$ cat src/rtl/reflet_vga_pixel_arbiter.sv
// reflet_vga_pixel_arbiter: shares the frame buffer pixel write port between direct pixel writes and a rectangle-fill sequencer.
module reflet_vga_pixel_arbiter #(
  parameter int H_SIZE      = 640,
  parameter int V_LINE      = 480,
  parameter int COLOR_DEPTH = 8,
  parameter int HW          = $clog2(H_SIZE),
  parameter int VW          = $clog2(V_LINE)
) (
  input  logic                   i_clk,
  input  logic                   i_reset,
  input  logic                   i_px_valid,
  output logic                   o_px_ready,
  input  logic [HW-1:0]          i_px_h,
  input  logic [VW-1:0]          i_px_v,
  input  logic [COLOR_DEPTH-1:0] i_px_R,
  input  logic [COLOR_DEPTH-1:0] i_px_G,
  input  logic [COLOR_DEPTH-1:0] i_px_B,
  input  logic                   i_cmd_valid,
  output logic                   o_cmd_ready,
  input  logic [HW-1:0]          i_cmd_h0,
  input  logic [VW-1:0]          i_cmd_v0,
  input  logic [HW-1:0]          i_cmd_h1,
  input  logic [VW-1:0]          i_cmd_v1,
  input  logic [COLOR_DEPTH-1:0] i_cmd_R,
  input  logic [COLOR_DEPTH-1:0] i_cmd_G,
  input  logic [COLOR_DEPTH-1:0] i_cmd_B,
  output logic                   o_busy,
  output logic                   o_done,
  output logic                   o_write_en,
  output logic [HW-1:0]          o_h_pixel,
  output logic [VW-1:0]          o_v_pixel,
  output logic [COLOR_DEPTH-1:0] o_R_out,
  output logic [COLOR_DEPTH-1:0] o_G_out,
  output logic [COLOR_DEPTH-1:0] o_B_out
);
  typedef enum logic {IDLE, FILL} state_t;
  localparam logic [HW:0] H_LIM  = (HW+1)'(H_SIZE);
  localparam logic [VW:0] V_LIM  = (VW+1)'(V_LINE);
  localparam logic [HW:0] H_LAST = (HW+1)'(H_SIZE - 1);
  localparam logic [VW:0] V_LAST = (VW+1)'(V_LINE - 1);

  state_t                 r_state;
  logic                   r_last_fill;
  logic [HW-1:0]          r_h, r_h0, r_h1;
  logic [VW-1:0]          r_v, r_v1;
  logic [COLOR_DEPTH-1:0] r_cr, r_cg, r_cb;
  logic                   r_done, r_we;
  logic [HW-1:0]          r_hp;
  logic [VW-1:0]          r_vp;
  logic [COLOR_DEPTH-1:0] r_ro, r_go, r_bo;

  logic          w_grant_px, w_grant_fill, w_cmd_acc, w_degen, w_px_in, w_last;
  logic [HW-1:0] w_h1c;
  logic [VW-1:0] w_v1c;

  assign w_grant_px   = i_px_valid & (r_state == IDLE | r_last_fill);
  assign w_grant_fill = (r_state == FILL) & ~w_grant_px;
  assign w_cmd_acc    = i_cmd_valid & (r_state == IDLE);
  // widened compares so clamping and range checks never wrap
  assign w_h1c   = ({1'b0, i_cmd_h1} > H_LAST) ? H_LAST[HW-1:0] : i_cmd_h1;
  assign w_v1c   = ({1'b0, i_cmd_v1} > V_LAST) ? V_LAST[VW-1:0] : i_cmd_v1;
  assign w_degen = ({1'b0, i_cmd_h0} > {1'b0, w_h1c}) | ({1'b0, i_cmd_v0} > {1'b0, w_v1c}) |
                   ({1'b0, i_cmd_h0} >= H_LIM) | ({1'b0, i_cmd_v0} >= V_LIM);
  assign w_px_in = ({1'b0, i_px_h} < H_LIM) & ({1'b0, i_px_v} < V_LIM);
  assign w_last  = (r_h == r_h1) & (r_v == r_v1);

  assign o_px_ready  = w_grant_px;
  assign o_cmd_ready = r_state == IDLE;
  assign o_busy      = r_state == FILL;
  assign o_done      = r_done;
  assign o_write_en  = r_we;
  assign o_h_pixel   = r_hp;
  assign o_v_pixel   = r_vp;
  assign o_R_out     = r_ro;
  assign o_G_out     = r_go;
  assign o_B_out     = r_bo;

  always_ff @(posedge i_clk or negedge i_reset) begin
    if (!i_reset) begin
      r_state     <= IDLE;
      r_last_fill <= 1'b1;
      r_h         <= '0;
      r_h0        <= '0;
      r_h1        <= '0;
      r_v         <= '0;
      r_v1        <= '0;
      r_cr        <= '0;
      r_cg        <= '0;
      r_cb        <= '0;
      r_done      <= 1'b0;
      r_we        <= 1'b0;
      r_hp        <= '0;
      r_vp        <= '0;
      r_ro        <= '0;
      r_go        <= '0;
      r_bo        <= '0;
    end else begin
      r_done <= (w_cmd_acc & w_degen) | (w_grant_fill & w_last);
      r_we   <= (w_grant_px & w_px_in) | w_grant_fill;
      if (w_grant_px & w_px_in) begin
        r_hp <= i_px_h;
        r_vp <= i_px_v;
        r_ro <= i_px_R;
        r_go <= i_px_G;
        r_bo <= i_px_B;
      end else if (w_grant_fill) begin
        r_hp <= r_h;
        r_vp <= r_v;
        r_ro <= r_cr;
        r_go <= r_cg;
        r_bo <= r_cb;
      end
      if (w_grant_px) r_last_fill <= 1'b0;
      else if (w_grant_fill) r_last_fill <= 1'b1;
      if (w_cmd_acc & ~w_degen) begin
        r_state <= FILL;
        r_h     <= i_cmd_h0;
        r_h0    <= i_cmd_h0;
        r_h1    <= w_h1c;
        r_v     <= i_cmd_v0;
        r_v1    <= w_v1c;
        r_cr    <= i_cmd_R;
        r_cg    <= i_cmd_G;
        r_cb    <= i_cmd_B;
      end else if (w_grant_fill) begin
        if (r_h == r_h1) begin
          r_h <= r_h0;
          if (r_v == r_v1) r_state <= IDLE;
          else r_v <= r_v + 1'b1;
        end else r_h <= r_h + 1'b1;
      end
    end
  end
endmodule

$ cat config.mk
export PLATFORM = sky130hd
export DESIGN_NAME = reflet_vga_pixel_arbiter
export DESIGN_NICKNAME = d
export VERILOG_FILES = /design/src/rtl/reflet_vga_pixel_arbiter.sv
export SDC_FILE = /design/constraint.sdc
export NUM_CORES = 1
export LEC_CHECK = 0
export BUFFER_PORTS_ARGS = -buffer_cell sky130_fd_sc_hd__buf_4
export CORE_MARGIN = 2
export CORE_UTILIZATION = 50
export DETAILED_ROUTE_END_ITERATION = 8
export HOLD_SLACK_MARGIN = 0.03
export PLACE_DENSITY_LB_ADDON = 0.08
export SLEW_MARGIN = 20
export SYNTH_ARGS = -nofsm -noshare
export SYNTH_HDL_FRONTEND = slang
export SYNTH_SLANG_ARGS = --single-unit
$ cat constraint.sdc
create_clock -name i_clk -period 4.4 [get_ports i_clk]
set_input_delay 0 -clock i_clk [delete_from_list [all_inputs] [get_ports i_clk]]
set_output_delay 0 -clock i_clk [all_outputs]
set_load 0.05 [all_outputs]
==> results.json, run 1 <==
{
  "status": "finished, final reports clean",
  "dr.pass1.iters": 5,
  "path_cells": "dlygate4sd3_1 > buf_4 > inv_1 > nor3_1 > nor2_1 > ha_1 > a21oi_1 > o21ai_0 > a2111o_1 > a221oi_4 > and2_4 > buf_12 > mux2_1",
  "synthArstFlopShare_pct": 100,
  "critical_path_class": "input port to flop",
  "seq_area_frac_synth_pct": 49.8,
  "setup_violations": 0,
  "dieHeight_um": 113,
  "final_common_cell": "buf_4",
  "synth_top_area_cell": "dfrtp_1",
  "start_util_pct": 51.7,
  "multi_input_area_um2": 2780,
  "grt_pass1_wl_um": 29900,
  "grt.overflow.total": 0,
  "arrival_ns": 3.87,
  "synth_area_um2": 5980,
  "core_um2": 11600,
  "clk_latency_ns": 0.42,
  "fillers": 713,
  "worstMarginPinSlew_ns": 0.779,
  "p_leak_nw": 4.29,
  "port_buffers": 156,
  "cap_violations": 0,
  "drt_iter0_drc": 433,
  "syn_to_final_growth_pct": 50.5,
  "grt_max_degree": 79,
  "rsz0062_at_grt": "false",
  "startpoint_type": "input port",
  "fin_crit_sh_pct": 81.5,
  "crit_path_top_delay_cell": "dlygate4sd3_1",
  "synthXorXnorAreaFrac_pct": 4.39,
  "path_delay_family": "simple AND/OR/NAND/NOR gates",
  "avgSynthCellArea_um2": 10.6,
  "synth-simple-area-share_pct": 13.2,
  "slew_headroom_pct": 47.6,
  "synth_top_family_by_area": "compound AO/OA/AOI/OAI gates",
  "htreeDepth": 4,
  "endpoint_kind": "flop",
  "drv_slew": 0,
  "cts.sinks": 119,
  "first_global_vias": 5845,
  "synthAdderAreaFrac_pct": 4.39,
  "syn_nets": 695,
  "hpwl_um": 11300,
  "fin_cells": 981,
  "final_nets": 955,
  "cts_made_buffers": 17,
  "finalCriticalPeriod_ns": 3.59,
  "diodes": 0,
  "synth-compound-area-share_pct": 13.7,
  "gp_congestion": 0.881,
  "vias": 5581,
  "routed_wl_um": 18500,
  "cts_buffer_depth": 2,
  "crit_buf_inv": 4,
  "antenna_found_initial": 0,
  "clock.fmax_mhz": 279,
  "route.detailed.drc": 0,
  "grt_usage_pct": 30.2,
  "yosys-mux-area-fraction_pct": 10.2,
  "die_w_um": 113,
  "vias_per_cell": 5.69,
  "hp-class": "input port to asynchronous set/reset pin",
  "worst_ep_required_time_ns": 4.69,
  "ios": 157,
  "synth-edff-count": 0,
  "detail-route-antenna-nets": 0,
  "dp.cells": 840,
  "clockRootBuffer": "clkbuf_16",
  "die_area_um2": 12900,
  "wl_per_cell_um": 18.9,
  "crit_fanout": 43,
  "power.density_nw_per_um2": 701,
  "synthFlopType": "dfrtp_1",
  "slowest_delay_ns": 0.54,
  "cts_tree": "built",
  "clk_pin_slew_ns": 0.05,
  "ir_drop_mv": 0.435,
  "drive_above_1_share_pct": 24.9,
  "ys_seq_elements": 119,
  "mostFrequentLayoutCells": "buf_4 (161), dfrtp_1 (118), dlygate4sd3_1 (108), nand2_1 (99), mux2_1 (44)",
  "seq_area_um2": 2980,
  "synthCells": 565,
  "synth_warnings": 0,
  "synth.top_cell.area_share_pct": 49.4,
  "synthTopCellsByArea": "dfrtp_1 (49%), mux2_1 (8.3%), nand2_1 (6.2%)",
  "finClkSkew_ns": 0.0127,
  "ys_types": 43,
  "hold_viol_final": 0,
  "std_cell_rows": 39,
  "tns_ns": 0
}
## per-stage QoR
stage / power, W / area [um^2] / hold WS (ns) / worst slack [ns] / utilization [%]
6_report: 0.00631 / 9000 / 0.184 / 0.812 / 77.9
2_1_floorplan: 0.00379 / 5980 / -0.296 / 1.71 / -
3_3_place_gp: 0.00457 / 7240 / 0.171 / 1.17 / 62.6
5_1_grt: 0.00665 / 9000 / 0.245 / 0.663 / 77.9
3_5_place_dp: 0.00465 / 7250 / 0.179 / 1.04 / 62.7
4_1_cts: 0.00626 / 8980 / 0.311 / 0.871 / 77.6
## Yosys cell counts (all sizes together), types with 9 or more instances
cell type / count
dfrtp: 118
nand2: 99
mux2: 48
a22oi: 42
a21oi: 29
nor2: 27
clkbuf: 22
ha: 21
inv: 18
xor2: 17
xnor2: 13
a211oi: 12
o21ai: 12
nand3: 11
nand4: 10
buf: 9
## worst paths after layout
check | to | slack (ns) | start | cells past startpoint
max in group asynchronous | r_v1[4] | 3.13 | i_reset | 3
min in group i_clk | r_last_fill | 0.32 | i_px_valid | 3
worst max-delay path | r_h[6] | 0.81 | i_cmd_v1[8] | 13
worst min register to register | o_R_out[5] | 0.47 | o_R_out[5] | 2
worst max register to register | r_v[3] | 1.57 | r_h[3] | 7
worst min-delay path | r_cr[5] | 0.18 | i_reset | 2
## final cells by class
| class | count | area share, % |
|---|---|---|
| clock inverter | 7 | 1.53 |
| inverter | 18 | 0.750 |
| sequential | 119 | 33.1 |
| timing repair buffer | 272 | 26.0 |
| clock buffer | 25 | 5.73 |
| tap | 143 | 1.99 |
| multi-input combinational | 397 | 30.9 |
## cell families (layout without fill, tap and decap cells)
family                     Yosys count  in the layout
AOI/OAI and AO/OA                  115            115
xor gates and xnor gates            30             30
DFF                                119            119
muxes                               55             55
buffers and inverters               49            322
adders and majority gates           21             21
and+or+nand+nor                    176            176
## routing by layer
metal	track usage, %	vias to the layer above	share of wire, %
met5	0	-	0
met4	15.3	0	3.8
met3	6.32	57	5.5
met2	50.6	232	52
met1	37.1	2752	39
li1	-	2540	-
## power breakdown
part	leakage, nW	internal (W)	switching (W)
Clock	0.319	0.00104	0.000475
Sequential	1.44	0.00164	0.000454
Combinational	2.53	0.00102	0.00169
Total	4.29	0.00370	0.00262
## what timing repair did
action	CTS	global route
hold buffers	108	0
hold endpoints to repair	193	0
endpoints found under the setup margin	0	0
buffers inserted	0	0
gates resized for setup	0	0
## sequential cells by signal, summed over array words and instances (netlist names), 8 cells and up
signal and cells:
r_h1 10, r_cb 8, r_h0 10, o_h_pixel 10, r_h 10, r_v1 9
r_v 9, r_cr 8, o_B_out 8, o_G_out 8, o_v_pixel 9, r_cg 8
o_R_out 8
No activity file was read; power rests on OpenSTA's default activity.
==> run 2, diff against run 1 <==
ABC_AREA = 1   (was unset)
CORE_UTILIZATION = 49   (was 50)
clock period = 2.9 ns   (was 4.4 ns; I/O delays follow)
==> results.json, run 2 <==
{
  "grt_max_degree": 121,
  "status": "finished, final reports clean",
  "cts_resized": 0,
  "critical_path_class": "input port to flop",
  "fin_crit_sh_pct": 84.1,
  "antenna_found_initial": 0,
  "die_area_um2": 13800,
  "clock.fmax_mhz": 410,
  "ios": 157,
  "clockRootBuffer": "clkbuf_16",
  "grt_usage_pct": 27.2,
  "synth_top_area_cell": "dfrtp_1",
  "finClkSkew_ns": 0.00619,
  "clk_latency_ns": 0.41,
  "wl_per_cell_um": 15.2,
  "cts.sinks": 119,
  "std_cell_rows": 41,
  "p_leak_nw": 4.67,
  "worst_ep_required_time_ns": 3.20,
  "synth.top_cell.area_share_pct": 46.7,
  "slew_headroom_pct": 51.7,
  "cts_tree": "built",
  "power.density_nw_per_um2": 980,
  "dieHeight_um": 118,
  "synth-edff-count": 0,
  "synth_area_um2": 6320,
  "final_nets": 1156,
  "synthFlopType": "dfrtp_1",
  "hpwl_um": 11600,
  "die_w_um": 118,
  "ys_seq_elements": 119,
  "netlist_top_cells_count": "nand2_1 (192), dfrtp_1 (118), nand3_1 (96)",
  "worstMarginPinSlew_ns": 0.721,
  "core_um2": 12600,
  "final_common_cell": "nand2_1",
  "drive_above_1_share_pct": 21.2,
  "startpoint_type": "input port",
  "mostFrequentLayoutCells": "nand2_1 (192), buf_4 (164), dfrtp_1 (118), dlygate4sd3_1 (107), nand3_1 (96)",
  "drt_iter0_drc": 640,
  "route.detailed.drc": 0,
  "endpoint_kind": "flop",
  "htreeDepth": 4,
  "port_buffers": 156,
  "cap_violations": 0,
  "cts_made_buffers": 17,
  "diodes": 0,
  "avgSynthCellArea_um2": 8.14,
  "synth_warnings": 0,
  "synthTopCellsByArea": "dfrtp_1 (47%), nand2_1 (11%), nand3_1 (7.6%)",
  "grt_pass1_wl_um": 30700,
  "hp-class": "input port to asynchronous set/reset pin",
  "detail-route-antenna-nets": 0,
  "arrival_ns": 2.74,
  "hold_viol_final": 0,
  "syn_nets": 907,
  "cts_buffer_depth": 2,
  "first_global_vias": 6198,
  "rsz0062_at_grt": "false",
  "grt.overflow.total": 0,
  "clk_pin_slew_ns": 0.06,
  "syn_to_final_growth_pct": 46.7,
  "ys_types": 38,
  "drv_slew": 0,
  "vias_per_cell": 5.18,
  "seq_area_frac_synth_pct": 47.1,
  "tns_ns": 0,
  "finalCriticalPeriod_ns": 2.44,
  "start_util_pct": 50.1,
  "setup_violations": 0,
  "ir_drop_mv": 0.526,
  "gp_congestion": 0.835,
  "synthArstFlopShare_pct": 100,
  "crit_fanout": 120,
  "dp.cells": 1072,
  "routed_wl_um": 18400,
  "fin_cells": 1211,
  "vias": 6275,
  "dr.pass1.iters": 5,
  "yosysMostFrequentCell": "nand2_1",
  "synthCells": 777
}
run 2: cell types whose count changed in the layout (fill, tap and decap cells not counted), sizes merged, moves of 16 or more:
cell	change
a22oi	-28
inv	+66
mux2	-48
nand2	+96
nand3	+86
nand4	+16
nor2	+20
o211ai	+32
o21ai	+30
run 2: routing by layer:
layer | GRT usage, % | wire [um]
met3 | 4.99 | 1040
met5 | 0 | 0
met2 | 43.5 | 8700
met4 | 8.51 | 307
met1 | 37.8 | 8390
run 2: final cells by class:
cell class,count,area [um^2]
well taps,172,215
fillers,955,3340
flip-flops and latches,119,2980
inverters,84,315
multi-input cells,531,2810
clock buffers,18,439
clock inverters,14,175
repair buffers,273,2340
run 2: cells by family (layout without fill, tap and decap cells):
logic type / Yosys count / after routing / synth area share (%)
simple gates: 378 / 378 / 26.4
fa+ha+maj: 21 / 21 / 4.15
buf+inv: 127 / 389 / 8.51
xor+xnor: 20 / 20 / 2.77
compound gates: 112 / 112 / 11.1
flops: 119 / 119 / 47.1
run 2: power by group:
| group | internal (W) | switching [W] | leakage (nW) |
|---|---|---|---|
| logic | 0.00139 | 0.00249 | 2.94 |
| registers | 0.00246 | 0.000608 | 1.45 |
| clock network | 0.00138 | 0.000775 | 0.281 |
| total | 0.00522 | 0.00387 | 4.67 |
run 2: per-stage QoR:
| step | power, W | util, % | instance area (um^2) | hold slack (ns) | setup slack [ns] |
|---|---|---|---|---|---|
| 5_1_grt | 0.00966 | 73.5 | 9280 | 0.223 | 0.195 |
| 4_1_cts | 0.00909 | 73.5 | 9270 | 0.168 | 0.521 |
| 6_report | 0.00909 | 73.5 | 9280 | 0.178 | 0.461 |
| 2_1_floorplan | 0.00565 | - | 6320 | -0.296 | 0.816 |
| 3_3_place_gp | 0.00668 | 60.1 | 7590 | 0.0811 | 0.678 |
| 3_5_place_dp | 0.00681 | 60.1 | 7590 | 0.0914 | 0.583 |
run 2: critical path: stages:
cell and delay, ns:
dlygate4sd3_1 0.54, buf_4 0.13, o21ai_0 0.20, inv_1 0.17, nor2_1 0.19, inv_1 0.08
ha_1 0.20, inv_1 0.05, nand2_1 0.04, nand2_1 0.05, nand3_1 0.07, nand3_1 0.12
nand2_1 0.06, nand4_1 0.13, buf_12 0.41, nand3_1 0.14, nand2_1 0.10, inv_1 0.04
run 2: repair_timing:
| action | 4_1_cts | 5_1_grt |
|---|---|---|
| setup buffers | 0 | 0 |
| hold buffers | 107 | 0 |
| hold endpoints to repair | 164 | 0 |
run 2: path summary, 6_finish.rpt:
check / start / endpoint / slack, ns / depth (start not counted)
setup / recovery: i_cmd_h1[8] / r_h[6] / 0.46 / 18
hold / removal: i_reset / o_R_out[6] / 0.18 / 2
setup reg to reg: r_h[0] / r_h[9] / 0.86 / 12
hold reg to reg: r_h0[9] / r_h0[9] / 0.47 / 2
max in group asynchronous: i_reset / o_h_pixel[7] / 1.92 / 3
min in group i_clk: i_cmd_valid / o_done / 0.19 / 5
==> run 3, diff against run 2 <==
ABC_AREA = 0   (was 1)
CORE_UTILIZATION = 48   (was 49)
clock period = 2 ns   (was 2.9 ns; I/O delays follow)
==> results.json, run 3 (same netlist as run 1, synthesis figures left out) <==
{
  "arrival_ns": 2.60,
  "detail-route-antenna-nets": 0,
  "mostFrequentLayoutCells": "buf_4 (242), dfrtp_1 (117), dlygate4sd3_1 (105), nand2_1 (98), a22oi_1 (42)",
  "gp_congestion": 0.909,
  "dpl_worst_slack_ns": -0.742,
  "dieHeight_um": 116,
  "hold_slack_ns": 0.0857,
  "finalCriticalPeriod_ns": 2.29,
  "p_leak_nw": 4.91,
  "rsz0062_at_grt": "true",
  "power.density_nw_per_um2": 1460,
  "timing.rr.start": "r_h[5]",
  "core_um2": 12100,
  "routed_wl_um": 21100,
  "grt_max_degree": 54,
  "cts_buffer_depth": 2,
  "met3_usage_pct": 6.28,
  "ir_drop_mv": 0.868,
  "clk_pin_slew_ns": 0.05,
  "drt_iter0_drc": 491,
  "fin_cells": 1104,
  "hp-class": "input port to flop",
  "fin_util_pct": 84.2,
  "wl_per_cell_um": 19.1,
  "grt_util_met2_pct": 57.5,
  "fillers": 658,
  "dr.pass1.iters": 5,
  "ios": 157,
  "use_met1_pct": 35.0,
  "finClkSkew_ns": 0.00868,
  "hpwl_um": 12400,
  "reg2regPathDepth": 7,
  "vias": 6060,
  "multi_input_area_um2": 3040,
  "die_area_um2": 13400,
  "clockRootBuffer": "clkbuf_16",
  "drv_slew": 0,
  "cap_violations": 0,
  "violations": "negative setup slack",
  "antenna_found_initial": 0,
  "grt.overflow.total": 0,
  "critPathLaunch": "i_cmd_v1[5]",
  "drive_above_1_share_pct": 39.7,
  "seq_area_um2": 2980,
  "path_cells": "buf_8 > nand2_8 > nor3_4 > nor2_2 > ha_1 > a21oi_1 > o21ai_1 > a2111o_1 > a221oi_4 > and2_4 > buf_4 > buf_16 > mux2_1",
  "port_buffers": 156,
  "start_util_pct": 49.4,
  "min_from": "i_cmd_v1[0]",
  "std_cell_rows": 40,
  "cts_made_buffers": 17,
  "dpl_cell_area_um2": 8050,
  "cts_tree": "built",
  "worstMarginPinSlew_ns": 0.737,
  "fin_crit_sh_pct": 114,
  "status": "finished, violations left",
  "setup_violations": 73,
  "first_global_vias": 6247,
  "syn_to_final_growth_pct": 70.4,
  "final_nets": 1052,
  "slowest_delay_ns": 0.40,
  "startpoint_type": "input port",
  "slew_headroom_pct": 50.9,
  "crit_path_top_delay_cell": "a2111o_1",
  "hold_end": "r_v1[0]",
  "grt_pass1_wl_um": 31800,
  "crit_fanout": 7,
  "worst_ep_required_time_ns": 2.31,
  "holdPathStages": 4,
  "htreeDepth": 4,
  "clk_latency_ns": 0.43,
  "worst_slack_ns": -0.288,
  "endpoint_kind": "flop",
  "route.detailed.drc": 0,
  "crit_buf_inv": 3,
  "cts.sinks": 119,
  "die_w_um": 116,
  "fin_area_um2": 10200,
  "clock.fmax_mhz": 437,
  "hold_viol_final": 0,
  "r2r_slack_ns": -0.16,
  "critical_path_class": "input port to flop",
  "final_common_cell": "buf_4",
  "grt_usage_pct": 31.2,
  "regToRegEndpoint": "r_v[2]",
  "dp.cells": 942,
  "path_delay_family": "compound AO/OA/AOI/OAI gates",
  "busiest_layer": "met2",
  "vias_per_cell": 5.49
}
-- run 3: layout make-up --
| type | instances | share of cell area (%) |
|---|---|---|
| repair buffers | 369 | 32.1 |
| clock inverters | 14 | 1.71 |
| diodes | 1 | 0.0245 |
| multi-input cells | 397 | 29.9 |
| inverters | 18 | 0.687 |
| well taps | 168 | 2.06 |
| clock buffers | 18 | 4.31 |
| flip-flops and latches | 119 | 29.2 |
-- run 3: worst min-delay path, stage by stage --
cell and delay (ns):
buf_4 0.07, nand2b_1 0.16, buf_4 0.13, mux2_1 0.12
-- run 3: per-layer routing --
| metal | vias up | routed length (um) |
|---|---|---|
| li1 | 2730 | - |
| met1 | 3010 | 7960 |
| met2 | 249 | 11300 |
| met3 | 71 | 1040 |
| met4 | 0 | 780 |
| met5 | - | 0 |
-- run 3: metrics by stage --
stage                     power, W  TNS [ns]
after global placement      0.0107    -45.25
final                       0.0148    -15.00
after floorplan            0.00857    -33.78
after global routing        0.0155    -23.94
after CTS                   0.0145    -13.61
after detailed placement    0.0109    -48.64
-- run 3: worst max-delay path by stage --
| stage | end | depth (start not counted) |
|---|---|---|
| after floorplan | r_cb[4] | 12 |
| after global placement | r_cg[5] | 12 |
| after detailed placement | r_h[1] | 12 |
| after CTS | r_v[4] | 13 |
| after global routing | r_v1[0] | 13 |
| final | r_v1[0] | 13 |
-- run 3: what timing repair did --
item                       CTS  global route
gates resized for setup     32            22
gates cloned                 3             3
hold endpoints to repair   164             0
buffers inserted            13             6
hold buffers               105             0
pin swaps                    5             9
setup endpoints to repair   71            73
-- run 3: power breakdown --
part           internal (W)  leakage [nW]  switching, W
registers           0.00361          1.44      0.000829
logic               0.00300          3.18       0.00425
clock network       0.00199         0.289       0.00116
